===== config.mk =====
export PLATFORM = sky130hd
export DESIGN_NAME = rpn_sequencer
export DESIGN_NICKNAME = d
export VERILOG_FILES = /design/src/rtl/rpn_sequencer.sv
export SDC_FILE = /design/constraint.sdc
export NUM_CORES = 2
export LEC_CHECK = 0
export BUFFER_PORTS_ARGS = -buffer_cell sky130_fd_sc_hd__buf_4
export CAP_MARGIN = 20
export CORE_MARGIN = 2
export CORE_UTILIZATION = 45
export DETAILED_ROUTE_END_ITERATION = 10
export PLACE_DENSITY = 0.71
export SLEW_MARGIN = 20
export SYNTH_ARGS = -nofsm -noshare
export SYNTH_HDL_FRONTEND = slang
export SYNTH_SLANG_ARGS = --single-unit

===== constraint.sdc =====
create_clock -name clk -period 10.4 [get_ports clk]
set_input_delay 2.08 -clock clk [delete_from_list [all_inputs] [get_ports clk]]
set_output_delay 2.08 -clock clk [all_outputs]
set_load 0.005 [all_outputs]

===== src/rtl/rpn_sequencer.sv =====
// RPN token sequencer: turns operand/operator tokens into push/pop strobes on an
// external stack, evaluates binary operators and reports underflow/overflow/illegal-op.
module rpn_sequencer #(
   parameter int DW    = 32,
   parameter int DEPTH = 16
) (
   input  logic                     clk,
   input  logic                     rst,
   input  logic                     tok_valid,
   input  logic                     tok_is_op,
   input  logic [DW-1:0]            tok_dat,
   input  logic [2:0]               tok_op,
   output logic                     tok_ready,
   output logic                     stk_push_stb,
   output logic [DW-1:0]            stk_push_dat,
   output logic                     stk_pop_stb,
   input  logic [DW-1:0]            stk_pop_dat,
   output logic                     res_stb,
   output logic [DW-1:0]            res_dat,
   output logic                     err_stb,
   output logic [1:0]               err_code,
   output logic [$clog2(DEPTH):0]   depth
);

   localparam int             AW        = $clog2(DEPTH) + 1;
   localparam logic [AW-1:0]  FULL      = AW'(DEPTH);
   localparam logic [AW-1:0]  ONE       = AW'(1);
   localparam logic [AW-1:0]  TWO       = AW'(2);
   localparam logic [1:0]     ERR_UNDER = 2'b01;
   localparam logic [1:0]     ERR_OVER  = 2'b10;
   localparam logic [1:0]     ERR_ILL   = 2'b11;

   typedef enum logic [2:0] {IDLE, PUSH_D, POP_B, POP_A, PUSH_R} state_t;

   state_t          state, state_next;
   logic            armed;
   logic            push_stb, push_stb_next;
   logic            pop_stb, pop_stb_next;
   logic            res_stb_r, res_stb_next;
   logic            err_stb_r, err_stb_next;
   logic [1:0]      err_code_r, err_code_next;
   logic [DW-1:0]   push_dat, push_dat_next;
   logic [DW-1:0]   res_dat_r, res_dat_next;
   logic [DW-1:0]   a_reg, a_next;
   logic [DW-1:0]   b_reg, b_next;
   logic [2:0]      op_reg, op_next;
   logic [AW-1:0]   depth_reg, depth_next;
   logic [DW-1:0]   alu_out;
   logic            accept;

   function automatic logic [DW-1:0] alu(input logic [2:0] op,
                                         input logic [DW-1:0] x,
                                         input logic [DW-1:0] y);
      logic [DW-1:0] r;
      case (op)
         3'd0:    r = x + y;
         3'd1:    r = x - y;
         3'd2:    r = x * y;
         3'd3:    r = x & y;
         3'd4:    r = x | y;
         3'd5:    r = x ^ y;
         default: r = '0;
      endcase
      return r;
   endfunction

   // armed keeps tok_ready low until the first edge after reset release
   assign tok_ready = (state == IDLE) && armed;
   assign accept    = tok_valid && tok_ready;
   assign alu_out   = alu(op_reg, stk_pop_dat, b_reg);

   always_comb begin
      state_next    = state;
      push_stb_next = 1'b0;
      pop_stb_next  = 1'b0;
      res_stb_next  = 1'b0;
      err_stb_next  = 1'b0;
      err_code_next = err_code_r;
      push_dat_next = push_dat;
      res_dat_next  = res_dat_r;
      a_next        = a_reg;
      b_next        = b_reg;
      op_next       = op_reg;
      // depth tracks the strobes actually seen by the stack this cycle
      depth_next    = depth_reg;
      if (push_stb)
         depth_next = depth_reg + ONE;
      else if (pop_stb)
         depth_next = depth_reg - ONE;

      case (state)
         IDLE: begin
            if (accept) begin
               if (!tok_is_op) begin
                  if (depth_reg == FULL) begin
                     err_stb_next  = 1'b1;
                     err_code_next = ERR_OVER;
                  end else begin
                     state_next    = PUSH_D;
                     push_stb_next = 1'b1;
                     push_dat_next = tok_dat;
                  end
               end else if (tok_op > 3'd5) begin
                  err_stb_next  = 1'b1;
                  err_code_next = ERR_ILL;
               end else if (depth_reg < TWO) begin
                  err_stb_next  = 1'b1;
                  err_code_next = ERR_UNDER;
               end else begin
                  state_next   = POP_B;
                  pop_stb_next = 1'b1;
                  op_next      = tok_op;
               end
            end
         end
         PUSH_D: state_next = IDLE;
         POP_B: begin
            b_next       = stk_pop_dat;
            pop_stb_next = 1'b1;
            state_next   = POP_A;
         end
         POP_A: begin
            a_next        = stk_pop_dat;
            push_stb_next = 1'b1;
            push_dat_next = alu_out;
            res_stb_next  = 1'b1;
            res_dat_next  = alu_out;
            state_next    = PUSH_R;
         end
         PUSH_R: state_next = IDLE;
         default: state_next = IDLE;
      endcase
   end

   always_ff @(posedge clk or posedge rst) begin
      if (rst) begin
         state      <= IDLE;
         armed      <= 1'b0;
         push_stb   <= 1'b0;
         pop_stb    <= 1'b0;
         res_stb_r  <= 1'b0;
         err_stb_r  <= 1'b0;
         err_code_r <= '0;
         push_dat   <= '0;
         res_dat_r  <= '0;
         a_reg      <= '0;
         b_reg      <= '0;
         op_reg     <= '0;
         depth_reg  <= '0;
      end else begin
         state      <= state_next;
         armed      <= 1'b1;
         push_stb   <= push_stb_next;
         pop_stb    <= pop_stb_next;
         res_stb_r  <= res_stb_next;
         err_stb_r  <= err_stb_next;
         err_code_r <= err_code_next;
         push_dat   <= push_dat_next;
         res_dat_r  <= res_dat_next;
         a_reg      <= a_next;
         b_reg      <= b_next;
         op_reg     <= op_next;
         depth_reg  <= depth_next;
      end
   end

   assign stk_push_stb = push_stb;
   assign stk_push_dat = push_dat;
   assign stk_pop_stb  = pop_stb;
   assign res_stb      = res_stb_r;
   assign res_dat      = res_dat_r;
   assign err_stb      = err_stb_r;
   assign err_code     = err_code_r;
   assign depth        = depth_reg;

endmodule

* Word level (Yosys, flattened, before mapping)
Index checks and enable logic that the tools add are counted.
Storage, ports and cells: bits in registers 114, output and inout bits 76, word-level logic and storage cells 83, input port bits 71
Cells by class: $mul 1, bitwise logic cells 5, magnitude comparators 2, reductions and logical operators 11, add/subtract/negate cells 4, equality and inequality tests 15, muxes and demuxes 33
Operators with widths (count):
- 32-bit one-hot mux with 6 select lines | 1
- 32-bit 2-to-1 mux | 3
- 32-bit one-hot mux with 2 select lines | 1
- 32-bit adder | 1
- 32-bit bitwise AND | 1
- 32-bit by 32-bit multiplier with 32-bit output | 1
- 32-bit bitwise OR | 1
- 32-bit subtractor | 1
- 32-bit bitwise XOR | 1
- 3-bit 2-to-1 mux | 5
- 1-bit 2-to-1 mux | 14
- 3-bit by 2-bit equality test with 1-bit output (second input constant) | 4
- 4-bit AND reduction | 3
- 5-bit 2-to-1 mux | 2
- 3-bit inequality test (second input constant) | 3
- 3-bit one-hot mux with 3 select lines | 1
- 2-bit 2-to-1 mux | 4
- 3-bit equality test (second input constant) | 2
- 3-bit zero test | 2
- 2-bit inequality test (second input constant) | 3
- 2-bit nonzero test | 3
- 5-bit by 1-bit adder with 5-bit output (second input constant) | 1
- 5-bit equality test (second input constant) | 1
- 5-bit by 2-bit < comparator with 1-bit output (second input constant) | 1
- other kinds (8) | 11

* Logic depth before layout (Yosys ltp)
depth in word-level cells 6, gate-level depth with buffers 29, depth with buffers taken out 27

* Worst setup path before layout
OpenSTA, ideal clock, no wires.
path kind input to register, start input stk_pop_dat[16], end register push_dat[30] (netlist: stk_push_dat[30]), library setup time 0.134 ns, arrival time 8.806 ns, buffers on the path 1, required time 10.266 ns, cell stages on the path 23, path slack 1.459 ns, path through clkbuf_1 > clkinv_1 > nor2_1 > fa_1 > fa_1 > fa_1 > inv_1 > fa_1 > inv_1 > fa_1 > fa_1 > fa_1 > fa_1 > ha_1 > a21o_1 > a21o_1 > a21oi_1 > a21boi_1 > o41a_1 > o41a_1 > and4b_1 > o31ai_1 > a21oi_1
Between the ends: word-level cells in the longest chain between the ends 3, elaborated cells between the ends (all ways) 5, classes of those cells add/sub (2); mul (1); mux (2)
Ends and longest elaborated chain:
- start: declaration | line 17 | input logic [DW-1:0] stk_pop_dat,
- 32-bit by 32-bit multiplier with 32-bit output, or another cell as far along | line 58 | 3'd2: r = x * y;
- 32-bit one-hot mux with 6 select lines * | line 55 | case (op)
- 32-bit one-hot mux with 2 select lines * | line 91 | case (state)
- end signal: assignment | line 158 | push_dat <= push_dat_next;
- end: declaration | line 42 | logic [DW-1:0] push_dat, push_dat_next;
Every way passes the cells marked *; elsewhere a longest branch is shown, timed or not. A chain may end at the register's enable or synchronous reset.

* Final worst setup path
start input stk_pop_dat[16], end register push_dat[31] (netlist: stk_push_dat[31])
The elaborated chain is that of the path after synthesis.

==> results.json <==
{
  "status": "completed",
  "drt_iter0_markers": 2425,
  "cts.htree.levels": 4,
  "coreArea_um2": 51600,
  "nFillCells": 4871,
  "drc_errors": 0,
  "dr.pass1.iters": 9,
  "gr-total-overflow": 0,
  "tightest_slew_ns": 1.19,
  "cts_hold_buf": 0,
  "cts.clk_slew.worst_paths_ns": 0.06,
  "synth_area_um2": 23600,
  "clock-sinks": 114,
  "worst-r2r-cell-count": 25,
  "grt_pass1_wl_mm": 132,
  "wl_per_cell_um": 24.6,
  "timing.fmax_ghz": 0.103,
  "layout_min_cycle_time_ns": 9.67,
  "pin_count": 147,
  "cts_setup_buffers": 0,
  "finalHoldViolations": 0,
  "die_area_um2": 54300,
  "route.vias.total": 20500,
  "nets": 3548,
  "cp_slowest_cell": "fa_1",
  "cp_num_cells": 26,
  "die_w_um": 233,
  "synth_edf_count": 0,
  "rows": 83,
  "port_buffers": 146,
  "hold_depth": 2,
  "viasPerCell": 5.78,
  "worstPathMaxFanout": 12,
  "grt_antenna_before_repair": 1,
  "post_synth.cell_area_avg_um2": 8.51,
  "start_util_pct": 45.8,
  "r2r_slack_ns": 1.54,
  "clk_path_buf_depth": 2,
  "rsz0062_at_grt": "no",
  "cts-root-buf": "clkbuf_16",
  "n_antenna_cell": 0,
  "die_h_um": 233,
  "finalMaxSlewViolations": 0,
  "async_reset_ff_share_pct": 100,
  "ys_seq_elements": 114,
  "grt_pass1_vias": 21700,
  "grt_usage_pct": 33.1,
  "tritoncts": "yes",
  "cp.arrival_ns": 10.04,
  "synthCells": 2774,
  "ant_nets": 0,
  "crit_family": "adder cells",
  "gp_congestion": 1.01,
  "seq_area_frac_synth_pct": 12.1,
  "ys_types": 75,
  "cts_made_buffers": 17,
  "drive_gt1_share_pct": 8.99,
  "yosys_most_used_dff": "dfrtp_1",
  "clock_latency_ns": 0.45,
  "dp_hpwl_mm": 68.8,
  "final-setup-viol-count": 0,
  "skew_ns": 0.00864,
  "cts_resized": 0,
  "slew_headroom_pct": 20.4,
  "synthesis.nets": 3477,
  "drv_cap": 0,
  "grt_max_degree": 65,
  "hp-class": "reg -> reg",
  "syn_to_final_growth_pct": 9.81,
  "fin_tns_setup_ns": 0,
  "critPathKind": "in -> reg",
  "critPathRequiredTime_ns": 10.77,
  "fin_crit_sh_pct": 93.0,
  "drt_wl_total_mm": 87.1,
  "yosysWarnings": 0,
  "crit_top_cell": "fa_1",
  "cp.buffers_inverters": 6,
  "endpoint_kind": "register",
  "cp_slowest_stage_delay_ns": 0.55,
  "worstSetupStartpointType": "primary input"
}
==> cells in the mapped netlist (all sizes together) (5+ instances only) <==
library cell | instances | area share, %
clkbuf | 113 | 2.0
inv | 442 | 7.0
a31oi | 16 | 0.42
clkinv | 17 | 0.27
nand3 | 17 | 0.36
ha | 222 | 12
nand4 | 6 | 0.16
buf | 24 | 0.46
and2 | 5 | 0.13
xor2 | 21 | 0.78
or3 | 9 | 0.24
a21boi | 6 | 0.19
o21a | 14 | 0.45
nor2b | 8 | 0.21
xnor2 | 111 | 4.1
dfrtp | 114 | 12
nor3 | 15 | 0.34
o21ai | 129 | 2.7
a41oi | 5 | 0.19
nor4 | 7 | 0.25
a211oi | 15 | 0.50
nor2 | 389 | 6.2
a21oi | 104 | 2.2
nand2b | 15 | 0.40
o21bai | 6 | 0.19
mux2 | 5 | 0.24
and3 | 6 | 0.16
a21o | 34 | 1.1
a222oi | 10 | 0.42
a22oi | 8 | 0.25
o22ai | 8 | 0.21
o31ai | 12 | 0.40
mux2i | 12 | 0.51
o211ai | 8 | 0.28
fa | 410 | 35
a221oi | 5 | 0.19
nand2 | 383 | 6.1
==> kinds of logic (layout without fill, tap and decap cells) <==
group                    after synthesis  count (layout)  share of synthesized area, %
AO/OA/AOI/OAI                        408             408                          10.9
XOR/XNOR                             133             133                          4.99
adder cells (fa/ha/maj)              632             632                          46.5
buffers and inverters                596             680                          9.77
flip-flops                           114             114                          12.1
multiplexers                          17              17                         0.747
other                                  1               1                        0.0159
AND/OR/NAND/NOR                      873             873                          15.0
==> placed cells by master, fill, tap and decap left out, types with 15 or more instances in the layout <==
cell type  instances
a21o_1            31
a21oi_1          104
a31oi_1           16
buf_4            189
clkbuf_16         17
clkinv_1          17
dfrtp_1          113
fa_1             410
ha_1             222
inv_1            432
nand2_1          383
nand2b_1          15
nand3_1           17
nor2_1           389
o21ai_0          125
xnor2_1          111
xor2_1            21
==> final timing paths <==
kind	to	startpoint
hold / removal	res_dat[30]$_DFFE_PP0P_	res_dat[30]$_DFFE_PP0P_
hold reg to reg	res_dat[30]$_DFFE_PP0P_	res_dat[30]$_DFFE_PP0P_
setup / recovery	stk_push_dat[31]$_DFFE_PP0P_	stk_pop_dat[16]
setup reg to reg	stk_push_dat[31]$_DFFE_PP0P_	b_reg[5]$_DFFE_PP0P_
max in group asynchronous	op_reg[0]$_DFFE_PP0P_	rst
min in group asynchronous	b_reg[23]$_DFFE_PP0P_	rst
==> tightest hold or removal path, cell delays in order (launching register included) <==
cell     delay (ns)
dfrtp_1        0.35
nand2_1        0.05
nand2_1        0.05
==> metrics by stage <==
step | setup WS, ns | instance area [um2] | hold slack (ns) | instances | util, %
floorplan | 1.46 | 23600 | 0.463 | 2774 | -
global placement | 0.574 | 25300 | 0.459 | 3506 | 49.0
detailed placement | 0.484 | 25300 | 0.465 | 3506 | 49.0
CTS | 0.926 | 25900 | 0.480 | 3538 | 50.2
global route | 0.488 | 25900 | 0.485 | 3538 | 50.2
finish | 0.731 | 25900 | 0.478 | 3538 | 50.2
==> layer usage <==
layer  up-vias  track usage (%)  share of wire, %
met5         -                0                 0
met4         0             15.9               5.5
met3       237             7.65                11
met2      1190             52.1                46
met1     10200             43.2                38
li1       8799                -                 -
==> area by class of cell <==
| type | count | area, um2 | share of cell area, % |
|---|---|---|---|
| well taps | 680 | 851 | 3.28 |
| flip-flops and latches | 114 | 2850 | 11.0 |
| clock inverters | 15 | 196 | 0.758 |
| multi-input cells | 2064 | 18500 | 71.2 |
| repair buffers | 189 | 1420 | 5.47 |
| clock buffers | 17 | 425 | 1.64 |
| inverters | 459 | 1730 | 6.65 |
Power is left out: the tool's default activity adds up to more than one toggle a clock period on the data nets, which glitch-free logic cannot reach.
